<file path="src/rtl/prbs_pkg.sv">
// Shared PRBS7 definitions for the link-test transmitter and checker.
// Both ends call prbs7_advance64 so they agree on polynomial and bit order.
package prbs_pkg;

   localparam int         PRBS_WORD_W = 64;
   localparam int         PRBS7_TAP_A = 6;
   localparam int         PRBS7_TAP_B = 5;
   localparam logic [6:0] LOCKUP_SEED = 7'h7F;

   localparam logic [1:0] ERR_OFF      = 2'd0;
   localparam logic [1:0] ERR_SINGLE   = 2'd1;
   localparam logic [1:0] ERR_PERIODIC = 2'd2;

   typedef logic [1:0] err_state_t;
   localparam err_state_t ST_IDLE     = 2'd0;
   localparam err_state_t ST_ARMED    = 2'd1;
   localparam err_state_t ST_PERIODIC = 2'd2;

   typedef struct packed {
      logic [6:0]             state;
      logic [PRBS_WORD_W-1:0] word;
   } prbs7_step_t;

   // Word bit 0 is the earliest bit; every generated bit is also shifted into the state.
   function automatic prbs7_step_t prbs7_advance64(input logic [6:0] state_in);
      prbs7_step_t result;
      logic [6:0]  s;
      logic        b;
      s = state_in;
      result.word = '0;
      for (int i = 0; i < PRBS_WORD_W; i++) begin
         b = s[PRBS7_TAP_A] ^ s[PRBS7_TAP_B];
         s = {s[5:0], b};
         result.word[i] = b;
      end
      result.state = s;
      return result;
   endfunction

endpackage

</file>
<file path="src/rtl/prbs7_word_gen.sv">
// PRBS7 word generator: 7-bit LFSR advanced 64 bits per enabled cycle.
// Presents the word pair that becomes {cur, prev} on the coming clock edge.
module prbs7_word_gen
   import prbs_pkg::*;
(
   input  logic                       clk,
   input  logic                       reset,
   input  logic                       enable,
   input  logic                       load_seed,
   input  logic [6:0]                 seed,
   output logic [2*PRBS_WORD_W-1:0]   pair,
   output logic                       pair_ok
);

   prbs7_step_t            step;
   logic [6:0]             lfsr;
   logic [PRBS_WORD_W-1:0] cur_word;
   logic                   cur_ok;

   always_comb step = prbs7_advance64(lfsr);

   // An all-zero seed would lock the LFSR, so it is replaced by the all-ones state.
   always_ff @(posedge clk or negedge reset) begin
      if (!reset) begin
         lfsr     <= LOCKUP_SEED;
         cur_word <= '0;
         cur_ok   <= 1'b0;
      end else if (load_seed) begin
         lfsr     <= (seed == 7'h00) ? LOCKUP_SEED : seed;
         cur_word <= '0;
         cur_ok   <= 1'b0;
      end else if (enable) begin
         lfsr     <= step.state;
         cur_word <= step.word;
         cur_ok   <= 1'b1;
      end
   end

   assign pair    = {step.word, cur_word};
   assign pair_ok = cur_ok;

endmodule

</file>
<file path="src/rtl/prbs7_tx_gen.sv">
// PRBS7 transmit source with bit-slip window and single-shot/periodic error injection.
// Define PRBS7_TX_STATS_EN to build the frame_cnt/inj_count statistics counters.
module prbs7_tx_gen
   import prbs_pkg::*;
#(
   parameter int DATA_W = 64,
   parameter int SLIP_W = 6,
   parameter int PER_W  = 16
) (
   input  logic              clk,
   input  logic              reset,
   input  logic              enable,
   input  logic              load_seed,
   input  logic [6:0]        seed,
   input  logic [SLIP_W-1:0] slip_offset,
   input  logic [1:0]        err_mode,
   input  logic              err_trig,
   input  logic [PER_W-1:0]  err_period,
   input  logic [DATA_W-1:0] err_mask,
   output logic [DATA_W-1:0] dout,
   output logic              dout_valid,
   output logic              inj_pulse,
   output logic [31:0]       frame_cnt,
   output logic [PER_W-1:0]  inj_count
);

   localparam logic [PER_W-1:0] PER_ONE = PER_W'(1);

   logic [2*DATA_W-1:0] pair;
   logic                pair_ok;
   logic [DATA_W-1:0]   window;
   logic                word_adv, mode_single, mode_periodic, trig_rise, inject;
   logic [PER_W-1:0]    reload;

   err_state_t          err_state, state_nxt;
   logic                pending, pending_nxt;
   logic                one_shot_done, done_nxt;
   logic                trig_d;
   logic [PER_W-1:0]    per_cnt, cnt_nxt;

   prbs7_word_gen u_word_gen (
      .clk       (clk),
      .reset     (reset),
      .enable    (enable),
      .load_seed (load_seed),
      .seed      (seed),
      .pair      (pair),
      .pair_ok   (pair_ok)
   );

   assign word_adv      = enable & ~load_seed & pair_ok;
   assign window        = DATA_W'(pair >> slip_offset);
   assign mode_single   = (err_mode == ERR_SINGLE);
   assign mode_periodic = (err_mode == ERR_PERIODIC);
   assign trig_rise     = err_trig & ~trig_d;
   assign reload        = (err_period == '0) ? PER_ONE : err_period;
   assign inject        = word_adv &
                          (((err_state == ST_ARMED) & mode_single & pending) |
                           ((err_state == ST_PERIODIC) & mode_periodic & (per_cnt <= PER_ONE)));

   // one_shot_done keeps IDLE from re-arming until err_mode has left single-shot.
   always_comb begin
      state_nxt   = err_state;
      pending_nxt = pending;
      done_nxt    = one_shot_done;
      cnt_nxt     = per_cnt;
      if (!mode_single) done_nxt = 1'b0;
      case (err_state)
         ST_IDLE: begin
            if (mode_single && !one_shot_done) begin
               state_nxt   = ST_ARMED;
               pending_nxt = 1'b0;
            end else if (mode_periodic) begin
               state_nxt = ST_PERIODIC;
               cnt_nxt   = reload;
            end
         end
         ST_ARMED: begin
            if (!mode_single) begin
               state_nxt   = ST_IDLE;
               pending_nxt = 1'b0;
            end else if (inject) begin
               state_nxt   = ST_IDLE;
               pending_nxt = 1'b0;
               done_nxt    = 1'b1;
            end else if (trig_rise) begin
               pending_nxt = 1'b1;
            end
         end
         ST_PERIODIC: begin
            if (!mode_periodic) state_nxt = ST_IDLE;
            else if (word_adv)  cnt_nxt   = (per_cnt <= PER_ONE) ? reload : per_cnt - PER_ONE;
         end
         default: state_nxt = ST_IDLE;
      endcase
   end

   always_ff @(posedge clk or negedge reset) begin
      if (!reset) begin
         err_state     <= ST_IDLE;
         pending       <= 1'b0;
         one_shot_done <= 1'b0;
         trig_d        <= 1'b0;
         per_cnt       <= '0;
      end else begin
         err_state     <= state_nxt;
         pending       <= pending_nxt;
         one_shot_done <= done_nxt;
         trig_d        <= err_trig;
         per_cnt       <= cnt_nxt;
      end
   end

   always_ff @(posedge clk or negedge reset) begin
      if (!reset) begin
         dout       <= '0;
         dout_valid <= 1'b0;
         inj_pulse  <= 1'b0;
      end else begin
         dout_valid <= word_adv;
         inj_pulse  <= inject;
         if (word_adv) dout <= window ^ (inject ? err_mask : '0);
      end
   end

`ifdef PRBS7_TX_STATS_EN
   always_ff @(posedge clk or negedge reset) begin
      if (!reset) begin
         frame_cnt <= '0;
         inj_count <= '0;
      end else begin
         if (word_adv) frame_cnt <= frame_cnt + 32'd1;
         if (inject)   inj_count <= inj_count + PER_ONE;
      end
   end
`else
   assign frame_cnt = '0;
   assign inj_count = '0;
`endif

endmodule

</file>
<file path="config.mk">
export PLATFORM = sky130hd
export DESIGN_NAME = prbs7_tx_gen
export DESIGN_NICKNAME = d
export VERILOG_FILES = /design/src/rtl/prbs_pkg.sv /design/src/rtl/prbs7_word_gen.sv /design/src/rtl/prbs7_tx_gen.sv
export SDC_FILE = /design/constraint.sdc
export NUM_CORES = 1
export LEC_CHECK = 0
export BUFFER_PORTS_ARGS = -buffer_cell sky130_fd_sc_hd__buf_4
export CORE_ASPECT_RATIO = 1.1
export CORE_MARGIN = 4
export CORE_UTILIZATION = 41
export CTS_CLUSTER_DIAMETER = 100
export DETAILED_ROUTE_END_ITERATION = 10
export SLEW_MARGIN = 20
export SYNTH_ARGS = -nofsm -noshare
export SYNTH_HDL_FRONTEND = slang
export SYNTH_SLANG_ARGS = --single-unit
</file>
<file path="constraint.sdc">
create_clock -name clk -period 3.1 [get_ports clk]
set_input_delay 0.155 -clock clk [delete_from_list [all_inputs] [get_ports clk]]
set_output_delay 0.155 -clock clk [all_outputs]
set_load 0.01 [all_outputs]
</file>
# Yosys cells after proc, flatten, opt, wreduce, memory -nomap -nowiden

Cells that the tools add are included.

$add $sub $neg: 1
Order comparisons: 1
Equality and inequality tests: 13
Shifts and indexed selects: 1
Mux-type cells: 30
Bitwise operators: 76
Reduce and logical (&&, ||, !) cells: 11

Operators by type and width:

| operator                                                        | number |
|---|---|
| 2-to-1 mux 64 bit                                               | 3 |
| >> shifter 128 x 6 -> 64 bit                                    | 1 |
| 2-to-1 mux 16 bit                                               | 6 |
| XOR 1 bit                                                       | 64 |
| XOR 64 bit                                                      | 1 |
| one-hot mux 16 bit (2 select lines)                             | 1 |
| 2-to-1 mux 7 bit                                                | 3 |
| less-or-equal comparator 16 x 1 -> 1 bit, second input constant | 1 |
| logical NOT 16 bit                                              | 1 |
| subtractor 16 x 1 -> 16 bit, second input constant              | 1 |
| != test 2 bit, second input constant                            | 6 |
| 2-to-1 mux 1 bit                                                | 10 |
| 2-to-1 mux 2 bit                                                | 5 |
| bitwise AND 1 bit                                               | 8 |
| logical NOT 7 bit                                               | 1 |
| != test 3 bit, second input constant                            | 2 |
| one-hot mux 2 bit (3 select lines)                              | 1 |
| AND reduction 3 bit                                             | 2 |
| nonzero test 2 bit                                              | 3 |
| AND reduction 5 bit                                             | 1 |
| equality test 2 x 1 -> 1 bit, second input constant             | 2 |
| equality test 2 bit, second input constant                      | 2 |
| != test 4 bit, second input constant                            | 1 |
| logical NOT 2 bit                                               | 1 |
| 5 further kinds                                                 | 6 |

Register bits after elaboration: 159
Input port bits: 100
Output and inout bits: 114

# Longest topological paths before layout

Depth after elaboration: 13
Mapped depth: 14

# Hierarchy

From an unflattened synthesis, not the netlist that was laid out.

Cell total of the unflattened synthesis: 1817
Area, all modules: 17015.1 um^2

Modules (own cells, without submodules):

| module         | times used | cells an instance | area each (um^2) | sequential area each (um^2) |
|---|---|---|---|---|
| prbs7_tx_gen   | 1          | 1451              | 13259.0          | 2177.1 |
| prbs7_word_gen | 1          | 366               | 3756.1           | 1810.5 |

# Least setup slack after synthesis

Ideal clock, no wire load.

Path kind: flip-flop to flip-flop
From: register u_word_gen.lfsr[5]
To: register dout[36]
Data arrival time: 2.878 ns
Data required time: 2.971 ns
Setup slack: 0.092 ns
Cell stages (with the launch flop): 9
Path buffers: 1
Period minus slack after synthesis: 3.008 ns
Cell sequence: dfstp_2 -> buf_6 -> xor3_2 -> xnor2_2 -> mux4_2 -> mux4_2 -> a221oi_2 -> xor2_1 -> o21ai_1

Word-level cells in the longest chain between the ends: 13
Elaborated cells between the ends (all ways): 56

Ends and longest elaborated chain:

| element                        | line                 | source |
|---|---|---|
| from (decl)                    | prbs7_word_gen.sv:16 | `logic [6:0] lfsr;` |
| from (signal assigned)         | prbs7_word_gen.sv:29 | `lfsr <= (seed == 7'h00) ? LOCKUP_SEED : seed;` |
| from (signal assigned)         | prbs7_word_gen.sv:33 | `lfsr <= step.state;` |
| XOR 1 bit (11 in series)       | prbs_pkg.sv:32       | `b = s[PRBS7_TAP_A] ^ s[PRBS7_TAP_B];` |
| >> shifter 128 x 6 -> 64 bit * | prbs7_tx_gen.sv:52   | `assign window = DATA_W'(pair >> slip_offset);` |
| XOR 64 bit *                   | prbs7_tx_gen.sv:122  | `if (word_adv) dout <= window ^ (inject ? err_mask : '0);` |
| to (signal assigned)           | prbs7_tx_gen.sv:122  |  |
| to (decl)                      | prbs7_tx_gen.sv:20   | `output logic [DATA_W-1:0] dout,` |

Mark *: on every way between the ends. The rest lies on a longest branch, timed or not.
A chain may end at the register's enable or synchronous reset.

# Worst setup path in the final report

From: register u_word_gen.lfsr[2]
To: register dout[50]

The elaborated chain is that of the path after synthesis.

==> results by group <==
Status
  – Status: finished, violations left
  – Violated checks: negative setup slack

Logic synthesis
  – Ranking of synthesized cells by area: dfrtp_1 (21%), mux4_2 (13%), mux2i_1 (7.3%), nand2_1 (7.0%), xnor2_1 (4.8%)
  – Post-synth cell types: 92
  – Combinational family with the most area after synthesis: multiplexers
  – Top cell type by total area after synthesis: dfrtp_1
  – Synth Area in XOR/XNOR: between 10% and 20%
  – Register area share after synthesis: 22.3%
  – Mapped Avg Cell Area: 8.44 µm²
  – Simple-Gate Fraction of Synth Area: 16.3%
  – Async set or reset register ratio after synthesis: between 90% and 100%
  – Area share of the largest cell type after synthesis: 21.3%
  – Gate Count Post-Synth: 2,119
  – Compound-cell area share of the yosys netlist: roughly a fifth
  – Post-Synth Adder-Cell Area: less than 1%
  – Most used DFF post-synth: dfrtp_1
  – Synth Register Bits: ~160
  – Syn. warnings: 0
  – EDFF count, synth: 0
  – Post-synthesis mux area share: ~23%
  – Post-synthesis cell area: approximately 0.018 mm²

Clocking
  – CTS tree: built
  – Clock Root Buffer: clkbuf_16
  – Htree depth: 4
  – CTS Buf Count: 17
  – Buffer depth of the longest clock path: 2
  – Clk pin slew, worst setup/hold paths: 0.09 ns
  – Sink Count: 159
  – Worst skew pair latency: 0.47 ns

Floorplanning
  – Die height: 227 µm
  – Site Rows: around 80
  – Die Area: 0.0470 mm²
  – Num ports: 214
  – Core Area: 0.0427 mm²
  – Die width: 207 µm
  – Initial Util: 41.9%

Final layout
  – Area grow syn2layout: 44.4%
  – Fin nets: 2,677
  – Share of layout cells above drive strength 1: 42.4%
  – Final core utilization: about three fifths
  – Most frequent cells in the layout: buf_4 (518), nand2_1 (326), nor2_1 (202), dfrtp_1 (152), o21ai_0 (104)
  – Commonest non-fill, non-tap cell in the layout: buf_4

Global route
  – Vias in the first global route: 18,100
  – First-pass GRT wire length: around 120,000 µm
  – Largest net degree at the start of global routing: 101
  – Gr ovfl total: 0
  – Initial antenna violation count: 0
  – Total GRT Usage: roughly a third

Pwr
  – Worst vdd ir: approximately 0.47 mV
  – Total design power: 17.6 mW
  – PD cells: 683 mW/mm²
  – Clock share of power: approximately 13%
  – Gate power share: between 70% and 80%
  – Net Sw Power: 7.82 mW
  – Leakage power: 11.0 nW
  – Internal Pwr Total: 9.82 mW
  – Sw frac: 44.3%
  – Reg power frac: 16.8%

STA
  – Endpoints failing hold: 0
  – Final setup margin: -0.206 ns
  – RSZ-0062 raised after global routing: true
  – Tightest Pin Transition: 0.927 ns
  – Slew headroom: 38.2%
  – Crit path time final: 3.31 ns
  – Slew Limit Fails: 0
  – FMAX: 302 MHz
  – Max Clock Skew: 0.0267 ns
  – Period utilization: 107%
  – Final setup violating endpoints: 48

Detailed routing
  – DRC viols: 0
  – Via count: roughly 19,000
  – First DRT Iteration DRCs: 2,169
  – DRT Wirelength: 80,000 µm
  – Post-DRT Antenna Nets: 0
  – Vias per cell: ~6
  – Routed WL per cell: 25.4 µm
  – Pre-antenna DRT Iters: 6

Run
  – Number of max-cap violations: 0

Setup path
  – CP endpoint kind: register
  – Type of origin of the critical path: register
  – Critical Path RT: 3.42 ns
  – Crit path kind: reg -> reg
  – Critical path arrival: between 3 and 4 ns
  – CP Max Fanout: 9
  – R2r setup slk: -0.21 ns

Worst hold path
  – Worst Hold Class: in -> reg

Place
  – DPL Wire Length: 60,200 µm
  – GP Congestion: 1.03
  – Port Buffers: 165
## cell families after synthesis
group                      Yosys count
and+or+nand+nor                    690
AOI/OAI and AO/OA                  529
muxes                              281
buffers and inverters              271
xor gates and xnor gates           186
DFF                                159
adders and majority gates            2
other                                1
## final cells by class
type,count,area [µm²]
Fill cell,3694,16900
Inverter,24,97.6
Clock buffer,18,439
Timing Repair Buffer,637,5670
Antenna cell,1,2.50
Multi-Input combinational cell,1736,14700
Clock inverter,14,171
Tap cell,567,709
Sequential cell,159,3990
## critical path, stage by stage (launching register included)
cell	delay, ns
dfstp_2	0.61
buf_6	0.22
xor2_2	0.18
buf_4	0.23
mux2i_1	0.23
o21ai_0	0.11
a2111o_1	0.50
a221oi_2	0.32
a211oi_2	0.10
a211oi_2	0.26
buf_4	0.19
xnor2_1	0.11
o21ai_0	0.08
## flip-flops by register name, indices dropped and copies added (netlist names), 2 cells and up
| name | cells |
|---|---|
| dout | 64 |
| err_state | 2 |
| per_cnt | 16 |
| u_word_gen.cur_word | 64 |
| u_word_gen.lfsr | 7 |
## cells in the mapped netlist, types with 13 or more instances
library cell and n:
a211oi_1 59, a21oi_1 110, nand3_1 22, o21ai_0 157, nor2_1 215, clkbuf_1 103, nor3_1 32, mux2_2 48
buf_4 63, dfrtp_1 152, mux2i_1 130, buf_1 33, mux4_2 102, a221oi_1 13, nand2_1 332, buf_2 42
and2_1 13, xor2_1 57, o22ai_1 15, inv_1 20, o211ai_1 22, xnor2_1 98
## power groups by stage
stage | combinational [mW] | sequential [mW] | clock, mW
CTS | 11.2 | 2.95 | 2.25
global placement | 9.76 | 2.96 | 0
floorplan | 4.86 | 2.97 | 0
finish | 12.5 | 2.97 | 2.21
global route | 13.0 | 3.02 | 2.33
detailed placement | 9.79 | 2.99 | 0
## metal layers
metal  wire, µm  track usage (%)  up-vias
met4       4780             16.0        0
met5          0                0        -
met1      32900             44.1     9264
met2      36300             50.9     1042
li1           -                -     8510
met3       6050             5.55      220
## path summary, 6_finish.rpt
check                                         from            endpoint  cells past startpoint
worst min-delay path                err_period[12]         per_cnt[12]                      3
worst min register to register             dout[3]             dout[3]                      2
min in group asynchronous                    reset            dout[16]                      2
max in group asynchronous                    reset  u_word_gen.lfsr[0]                      3
worst max register to register  u_word_gen.lfsr[2]            dout[50]                     12
worst max-delay path            u_word_gen.lfsr[2]            dout[50]                     12
## through the flow
stage          instance area (µm²)  std cells  hold slack [ns]  setup WS [ns]  TNS [ns]
4_1_cts                      24400       3123          0.00224         -0.163     -3.17
3_5_place_dp                 21800       3010            0.206         -0.489    -15.35
5_1_grt                      25800       3155           0.0107         -0.300     -8.93
3_3_place_gp                 21800       3010            0.205         -0.538    -14.71
6_report                     25800       3156           0.0249         -0.206     -4.68
2_1_floorplan                18100       2166           -0.141         0.0924         0
## timing repair
action                                  in CTS  in global routing
gates cloned                                 3                  2
setup buffers                               64                 40
endpoints found under the setup margin      56                 59
pin swaps                                   78                 85
hold buffers                                15                  0
resized for setup                          251                209
hold endpoints to repair                    78                  0
No activity file was read; power rests on OpenSTA's default activity.
